[config.mk]
export PLATFORM = sky130hd
export DESIGN_NAME = event_latch_arbiter
export DESIGN_NICKNAME = d
export VERILOG_FILES = /design/src/rtl/event_latch_arbiter_pkg.sv /design/src/rtl/event_latch_arbiter_rr.sv /design/src/rtl/event_latch_arbiter.sv
export SDC_FILE = /design/constraint.sdc
export NUM_CORES = 1
export LEC_CHECK = 0
export BUFFER_PORTS_ARGS = -buffer_cell sky130_fd_sc_hd__buf_2
export CAP_MARGIN = 10
export CORE_UTILIZATION = 35
export CTS_CLUSTER_DIAMETER = 80
export DETAILED_ROUTE_END_ITERATION = 10
export SYNTH_ARGS = -nofsm -noshare
export SYNTH_HDL_FRONTEND = slang
export SYNTH_SLANG_ARGS = --single-unit
[constraint.sdc]
create_clock -name clk -period 2.9 [get_ports clk]
set_input_delay 0.58 -clock clk [delete_from_list [all_inputs] [get_ports clk]]
set_output_delay 0.58 -clock clk [all_outputs]
set_load 0.03 [all_outputs]
[src/rtl/event_latch_arbiter_pkg.sv]
// Shared types and sizing helpers for the event latch arbiter.
// Imported by the top and by the round-robin sub-block.
package event_latch_arbiter_pkg;

  typedef enum logic {
    IDLE,
    OFFER
  } state_t;

  localparam int NUM_EVT_MIN = 2;
  localparam int NUM_EVT_MAX = 16;

  function automatic int id_width(input int n);
    return (n < 2) ? 1 : $clog2(n);
  endfunction

  function automatic bit num_evt_ok(input int n);
    return (n >= NUM_EVT_MIN) && (n <= NUM_EVT_MAX);
  endfunction

endpackage

[src/rtl/event_latch_arbiter_rr.sv]
// Combinational round-robin picker: first request at or above ptr,
// wrapping from N-1 back to 0.
module rr_arbiter
  import event_latch_arbiter_pkg::*;
#(
  parameter int N   = 4,
  parameter int IDW = id_width(N)
) (
  input  logic [N-1:0]   req,
  input  logic [IDW-1:0] ptr,
  output logic [N-1:0]   gnt,
  output logic [IDW-1:0] gnt_id,
  output logic           any
);

  logic [IDW:0]   sum;
  logic [IDW-1:0] idx;

  always_comb begin
    gnt    = '0;
    gnt_id = '0;
    any    = 1'b0;
    sum    = '0;
    idx    = '0;
    for (int k = 0; k < N; k++) begin
      sum = {1'b0, ptr} + (IDW+1)'(k);
      if (sum >= (IDW+1)'(N)) begin
        sum = sum - (IDW+1)'(N);
      end
      idx = sum[IDW-1:0];
      if (!any && req[idx]) begin
        any      = 1'b1;
        gnt[idx] = 1'b1;
        gnt_id   = idx;
      end
    end
  end

endmodule

[src/rtl/event_latch_arbiter.sv]
// Latches synchronized rising edges into sticky pending bits and
// offers them one at a time downstream under round-robin arbitration.
module event_latch_arbiter
  import event_latch_arbiter_pkg::*;
#(
  parameter  int NUM_EVT     = 4,
  parameter  int SYNC_STAGES = 2,
  localparam int IDW         = id_width(NUM_EVT)
) (
  input  logic               clk,
  input  logic               reset,
  input  logic [NUM_EVT-1:0] evt_in,
  input  logic [NUM_EVT-1:0] evt_mask,
  output logic               evt_valid,
  output logic [IDW-1:0]     evt_id,
  input  logic               evt_ready,
  output logic [NUM_EVT-1:0] pending,
  output logic [NUM_EVT-1:0] ovf,
  input  logic [NUM_EVT-1:0] ovf_clr
);

  if (!num_evt_ok(NUM_EVT) || SYNC_STAGES < 2) begin : g_param_err
    $error("event_latch_arbiter: NUM_EVT 2..16, SYNC_STAGES >= 2");
  end

  logic [NUM_EVT-1:0] sync_out;
  logic [NUM_EVT-1:0] prev;
  logic [NUM_EVT-1:0] rise;

  for (genvar i = 0; i < NUM_EVT; i++) begin : g_sync
    logic [SYNC_STAGES-1:0] chain;
    always_ff @(posedge clk or posedge reset) begin
      if (reset) begin
        chain <= '0;
      end else begin
        chain <= {chain[SYNC_STAGES-2:0], evt_in[i]};
      end
    end
    assign sync_out[i] = chain[SYNC_STAGES-1];
  end

  assign rise = sync_out & ~prev;

  state_t             state;
  state_t             state_n;
  logic               do_grant;
  logic [NUM_EVT-1:0] req;
  logic [NUM_EVT-1:0] gnt;
  logic [NUM_EVT-1:0] grant;
  logic [IDW-1:0]     gnt_id;
  logic [IDW-1:0]     ptr;
  logic [IDW-1:0]     ptr_n;
  logic               any;

  assign req = pending & evt_mask;

  rr_arbiter #(
    .N   (NUM_EVT),
    .IDW (IDW)
  ) u_rr (
    .req    (req),
    .ptr    (ptr),
    .gnt    (gnt),
    .gnt_id (gnt_id),
    .any    (any)
  );

  // A handshake frees the output register in the same cycle.
  always_comb begin
    state_n  = state;
    do_grant = 1'b0;
    unique case (state)
      IDLE: begin
        if (any) begin
          do_grant = 1'b1;
          state_n  = OFFER;
        end
      end
      OFFER: begin
        if (evt_ready) begin
          if (any) begin
            do_grant = 1'b1;
          end else begin
            state_n = IDLE;
          end
        end
      end
    endcase
  end

  assign grant = {NUM_EVT{do_grant}} & gnt;

  assign ptr_n = (gnt_id == IDW'(NUM_EVT - 1)) ? '0
               : gnt_id + 1'b1;

  always_ff @(posedge clk or posedge reset) begin
    if (reset) begin
      state   <= IDLE;
      evt_id  <= '0;
      ptr     <= '0;
      prev    <= '0;
      pending <= '0;
      ovf     <= '0;
    end else begin
      state   <= state_n;
      prev    <= sync_out;
      pending <= (pending & ~grant) | rise;
      ovf     <= (ovf & ~ovf_clr) | (rise & pending & ~grant);
      if (do_grant) begin
        evt_id <= gnt_id;
        ptr    <= ptr_n;
      end
    end
  end

  assign evt_valid = (state == OFFER);

endmodule

==> results.py, run 1 <==
metrics = {
    "run_status": {
        "status": "finished clean",
    },
    "clock_tree": {
        "cts_made_buffers": 3,
        "htree_levels": 1,
        "clk-insertion-delay-late_ns": 0.27,
        "cts_buffer_depth": 2,
        "numClockSinks": 25,
        "cts-root-buf": "clkbuf_8",
        "ctsResizeCount": 0,
        "ctsHoldBuffers": 0,
        "cts.reportedPaths.clkPinSlew_ns": 0.09,
        "cts_setup_buffers": 0,
        "cts_tree": "yes",
    },
    "sta": {
        "fin_crit_ns": 2.34,
        "slew_headroom": 0.396,
        "max_freq_ghz": 0.427,
        "fin_ws_ns": 0.556,
        "fin_skew_ns": 0.00573,
        "finalSetupTns_ns": 0,
        "timing.final.crit_share": 0.808,
        "worstMarginPinSlew_ns": 0.905,
        "finalHoldViolCount": 0,
        "setup_viol": 0,
        "hold_slack_ns": 0.353,
        "rsz0062_at_grt": "no",
        "slew_violations": 0,
    },
    "final_layout": {
        "drive_gt1_frac": 0.336,
        "multi_input_area_um2": 727,
        "diodes": 0,
        "finalNonFillerCells": 200,
        "final_util": 0.437,
        "synthToLayoutAreaGrowth_pct": 16.9,
        "design_area_um2": 1650,
        "fill_cells": 370,
        "regArea_um2": 626,
        "final_cell_mix": "dfrtp_1 (25), buf_2 (25), inv_1 (9)",
        "layout.nets": 176,
    },
    "placement": {
        "place_congestion": 0.861,
        "port_buffers": 25,
        "dp_cells": 196,
        "dp_hpwl_mm": 2.19,
        "post_dp_cell_area_um2": 1600,
        "preCtsSetupSlack_ns": 0.569,
    },
    "power": {
        "leakagePower_nw": 0.770,
        "ir_worst_vdd_mv": 0.512,
        "powerDensity_nw_per_um2": 1070,
        "power.total_mw": 1.76,
    },
    "setup_path": {
        "critPathMaxStageDelay_ns": 0.53,
        "critPathCaptureType": "flip-flop",
        "crit_path_top_delay_cell": "ha_1",
        "worstPathArrival_ns": 2.49,
        "critPathRequiredTime_ns": 3.04,
        "crit_top_cell": "o22ai_1",
        "crit_chain": "inv_2, ha_1, and3_1, mux2i_1, o22ai_1, a22oi_1, a21oi_1, o22ai_1",
        "crit_type": "flip-flop to flip-flop",
        "cp-start-kind": "flip-flop",
        "critPathMaxFanout": 12,
    },
    "synthesis": {
        "synth_nets": 145,
        "ys_ff_latch": 25,
        "synth_top_area_frac": 0.444,
        "yosysSeqAreaShare": 0.444,
        "ys_top_cells_by_area": "dfrtp_1 (44%), ha_1 (7.1%), mux4_2 (4.8%)",
        "yosysTopAreaCell": "dfrtp_1",
        "yosys_warnings": 0,
        "synthCells": 122,
        "yosysUniqueCellTypes": 38,
        "syn_area_um2": 1410,
        "syn_area_per_cell_um2": 11.6,
    },
    "min_path": {
        "hold_path_class": "flip-flop to flip-flop",
    },
    "detailed_routing": {
        "num_vias": 1083,
        "ant_nets": 0,
        "drt-initial-drc-count": 56,
        "totalWireLength_mm": 2.89,
        "viasPerCell": 5.42,
        "wl_per_cell_um": 14.5,
        "drc": 0,
        "dr.pass1.iters": 4,
    },
    "grt": {
        "track_usage": 0.149,
        "grt_pass1_wl_mm": 4.80,
        "overflow": 0,
        "grt_max_degree": 26,
        "antenna_found_initial": 0,
        "grt_pass1_vias": 1055,
    },
    "floorplanning": {
        "die_w_um": 65.5,
        "rows": 22,
        "start_util": 0.374,
        "dieHeight_um": 65.5,
        "coreArea_um2": 3770,
        "die-area_um2": 4290,
        "pin_count": 26,
    },
    "job": {
        "maxCapViolCount": 0,
    },
}
## synthesized netlist by cell type, drive strengths merged
master  count
dfrtp      25
inv        10
nand2       9
a22oi       8
ha          8
a21oi       7
mux2i       6
o22ai       6
nand2b      5
o41ai       5
and2        4
mux4        3
nand3       3
a221oi      2
and3        2
buf         2
nor2        2
nor4        2
o21ai       2
a211o       1
a31oi       1
and2b       1
clkinv      1
mux2        1
nand4b      1
nor3b       1
o22a        1
o31a        1
o31ai       1
xnor2       1
## sequential cells by signal, indices dropped and copies added (netlist names), named ones only
register / flops
prev: 4
pending: 4
ptr: 1
evt_id: 2
g_sync.chain: 8
evt_valid: 1
ovf: 4
## final timing paths
check | startpoint | endpoint | slack (ns) | depth (start not counted)
max | ptr[1] | pending[2] | 0.56 | 8
min | g_sync[3].chain[0] | g_sync[3].chain[1] | 0.35 | 0
max reg2reg | ptr[1] | pending[2] | 0.56 | 8
min reg2reg | g_sync[3].chain[0] | g_sync[3].chain[1] | 0.35 | 0
max in group asynchronous | reset | ovf[1] | 1.85 | 2
min in group asynchronous | reset | prev[2] | 0.50 | 2
## logic make-up after synthesis
family	count (synthesis)	share of synthesized area
muxes	10	0.0985
AOI/OAI and AO/OA	35	0.211
buffers and inverters	13	0.0408
DFF	25	0.444
and+or+nand+nor	30	0.129
adders and majority gates	8	0.0710
xor gates and xnor gates	1	0.00621
## final cells by class
| type | count | share of cell area |
|---|---|---|
| Sequential cell | 25 | 0.380 |
| Timing Repair Buffer | 28 | 0.0896 |
| Inverter | 11 | 0.0251 |
| Clock buffer | 3 | 0.0251 |
| Clock inverter | 1 | 0.00304 |
| Multi-Input combinational cell | 84 | 0.441 |
| Tap cell | 48 | 0.0364 |
## power breakdown
group	internal, mW	switching, mW
Clock	0.0960	0.107
Sequential	0.430	0.0628
Combinational	0.420	0.642
Total	0.947	0.812
## per-layer routing
| metal | routed length (um) | share of wire | vias to the layer above | GRT usage |
|---|---|---|---|---|
| li1 | - | - | 516 | - |
| met5 | 0 | 0 | - | 0 |
| met2 | 1380 | 0.48 | 28 | 0.238 |
| met1 | 1380 | 0.48 | 534 | 0.195 |
| met3 | 83 | 0.029 | 5 | 0.0174 |
| met4 | 46 | 0.016 | 0 | 0.0788 |
## critical path, delay by kind of cell (launching register included)
family                     cells  cell delay, ns
AOI/OAI and AO/OA              4            0.94
DFF                            1            0.38
muxes                          1            0.08
buffers and inverters          1            0.09
adders and majority gates      1            0.53
and+or+nand+nor                1            0.21
Note: power is estimated with default switching activity, not from simulation.
==> run 2: changes to the inputs <==
- clock period: 2.9 -> 2.2 ns (I/O delays scaled with it)
==> run 2 against run 1 <==
Worst hold slack got worse by 0.15 ns. Via count rose by 3.4%. Sequential power rose by 33%. Cell count rose by 3.5%.
==> results.py, run 2 (same netlist as run 1, synthesis figures left out) <==
metrics = {
    "run_status": {
        "status": "finished clean",
    },
    "clock_tree": {
        "numClockSinks": 25,
        "cts_setup_buffers": 0,
        "cts_tree": "yes",
        "cts_buffer_depth": 2,
        "clk-insertion-delay-late_ns": 0.26,
        "cts.reportedPaths.clkPinSlew_ns": 0.08,
        "cts_made_buffers": 3,
        "cts-root-buf": "clkbuf_8",
        "htree_levels": 1,
    },
    "setup_path": {
        "r2r_cells": 6,
        "r2r_end": "pending[3]",
        "r2r_slack_ns": 0.17,
        "critPathCaptureType": "flip-flop",
        "worstPathArrival_ns": 2.16,
        "critPathRequiredTime_ns": 2.34,
        "cp-start-kind": "flip-flop",
        "critPathMaxFanout": 8,
        "crit_type": "flip-flop to flip-flop",
        "worstReg2RegStart": "pending[0]",
    },
    "detailed_routing": {
        "drt-initial-drc-count": 66,
        "num_vias": 1120,
        "wl_per_cell_um": 14.6,
        "dr.pass1.iters": 4,
        "ant_nets": 0,
        "viasPerCell": 5.41,
        "drc": 0,
        "totalWireLength_mm": 3.03,
    },
    "grt": {
        "grt_pass1_wl_mm": 5.18,
        "grt_pass1_vias": 1139,
        "track_usage": 0.162,
        "antenna_found_initial": 0,
        "overflow": 0,
        "grt_max_degree": 26,
    },
    "final_layout": {
        "synthToLayoutAreaGrowth_pct": 21.8,
        "largest-register": "g_sync.chain",
        "drive_gt1_frac": 0.390,
        "fill_cells": 340,
        "largest_reg_flops": 8,
        "design_area_um2": 1720,
        "final_cell_mix": "buf_2 (25), dfrtp_1 (24), buf_4 (10), inv_1 (9)",
        "final_common_cell": "buf_2",
        "diodes": 0,
        "layout.nets": 183,
    },
    "floorplanning": {
        "die-area_um2": 4290,
        "coreArea_um2": 3770,
        "rows": 22,
        "start_util": 0.374,
        "pin_count": 26,
        "dieHeight_um": 65.5,
        "die_w_um": 65.5,
    },
    "sta": {
        "slew_violations": 0,
        "finalHoldViolCount": 0,
        "slew_headroom": 0.656,
        "worstMarginPinSlew_ns": 0.514,
        "timing.final.crit_share": 0.921,
        "fin_skew_ns": 0.00271,
        "rsz0062_at_grt": "no",
        "fin_crit_ns": 2.03,
        "setup_viol": 0,
        "finalSetupTns_ns": 0,
        "max_freq_ghz": 0.494,
    },
    "power": {
        "powerDensity_nw_per_um2": 1410,
        "leakagePower_nw": 0.800,
        "ir_worst_vdd_mv": 0.595,
        "power.total_mw": 2.43,
    },
    "job": {
        "maxCapViolCount": 0,
    },
    "min_path": {
        "hold_path_class": "input pin to asynchronous set/reset pin",
    },
    "placement": {
        "dp_hpwl_mm": 2.37,
        "place_congestion": 0.905,
        "port_buffers": 25,
        "post_dp_cell_area_um2": 1660,
    },
}
==> run 2: worst max path at each step <==
stage	to	slack, ns	start
2_1_floorplan	ovf[2]	0.05	flip-flop
3_3_place_gp	pending[3]	0.13	evt_mask[2]
3_5_place_dp	pending[3]	0.08	flip-flop
4_1_cts	pending[3]	0.07	flip-flop
5_1_grt	ovf[2]	0.04	ptr[1]
6_report	pending[3]	0.17	pending[0]
==> run 2: power breakdown <==
part / internal, mW / switching, mW
Sequential: 0.569 / 0.0847
Clock: 0.129 / 0.135
Combinational: 0.638 / 0.871
Total: 1.34 / 1.09
==> run 2: what timing repair did <==
action                                  4_1_cts  5_1_grt
hold buffers                                  0        0
gates resized for setup                       0        3
endpoints found under the setup margin        0        8
hold endpoints to repair                      0        0
==> run 2: cell type report <==
| type | count | area [um2] | area share |
|---|---|---|---|
| inverter | 11 | 46.3 | 0.0269 |
| timing repair buffer | 35 | 200 | 0.117 |
| tap | 48 | 60.1 | 0.0350 |
| multi-input combinational | 84 | 739 | 0.430 |
| clock buffer | 4 | 45.0 | 0.0262 |
| sequential | 25 | 627 | 0.365 |
==> run 2: routing by layer <==
| layer | vias to the layer above | track usage | routed length (um) |
|---|---|---|---|
| met5 | - | 0 | 0 |
| met4 | 0 | 0.0788 | 76 |
| met3 | 6 | 0.0226 | 103 |
| met2 | 29 | 0.260 | 1490 |
| met1 | 557 | 0.213 | 1370 |
| li1 | 528 | - | - |
==> run 2: through the flow <==
stage / std cells / hold slack (ns) / setup WS (ns) / utilization
global placement: 203 / 0.336 / 0.131 / 0.440
CTS: 207 / 0.215 / 0.0666 / 0.452
finish: 207 / 0.208 / 0.175 / 0.456
detailed placement: 203 / 0.336 / 0.0850 / 0.440
global route: 207 / 0.248 / 0.0379 / 0.456
floorplan: 122 / 0.331 / 0.0468 / -
==> run 2: critical path, cell delays in order (launching register included) <==
cell	delay [ns]
dfrtp_1	0.48
and2_4	0.21
mux4_2	0.55
nor2_4	0.19
a22oi_1	0.09
a21oi_1	0.26
o22ai_1	0.12
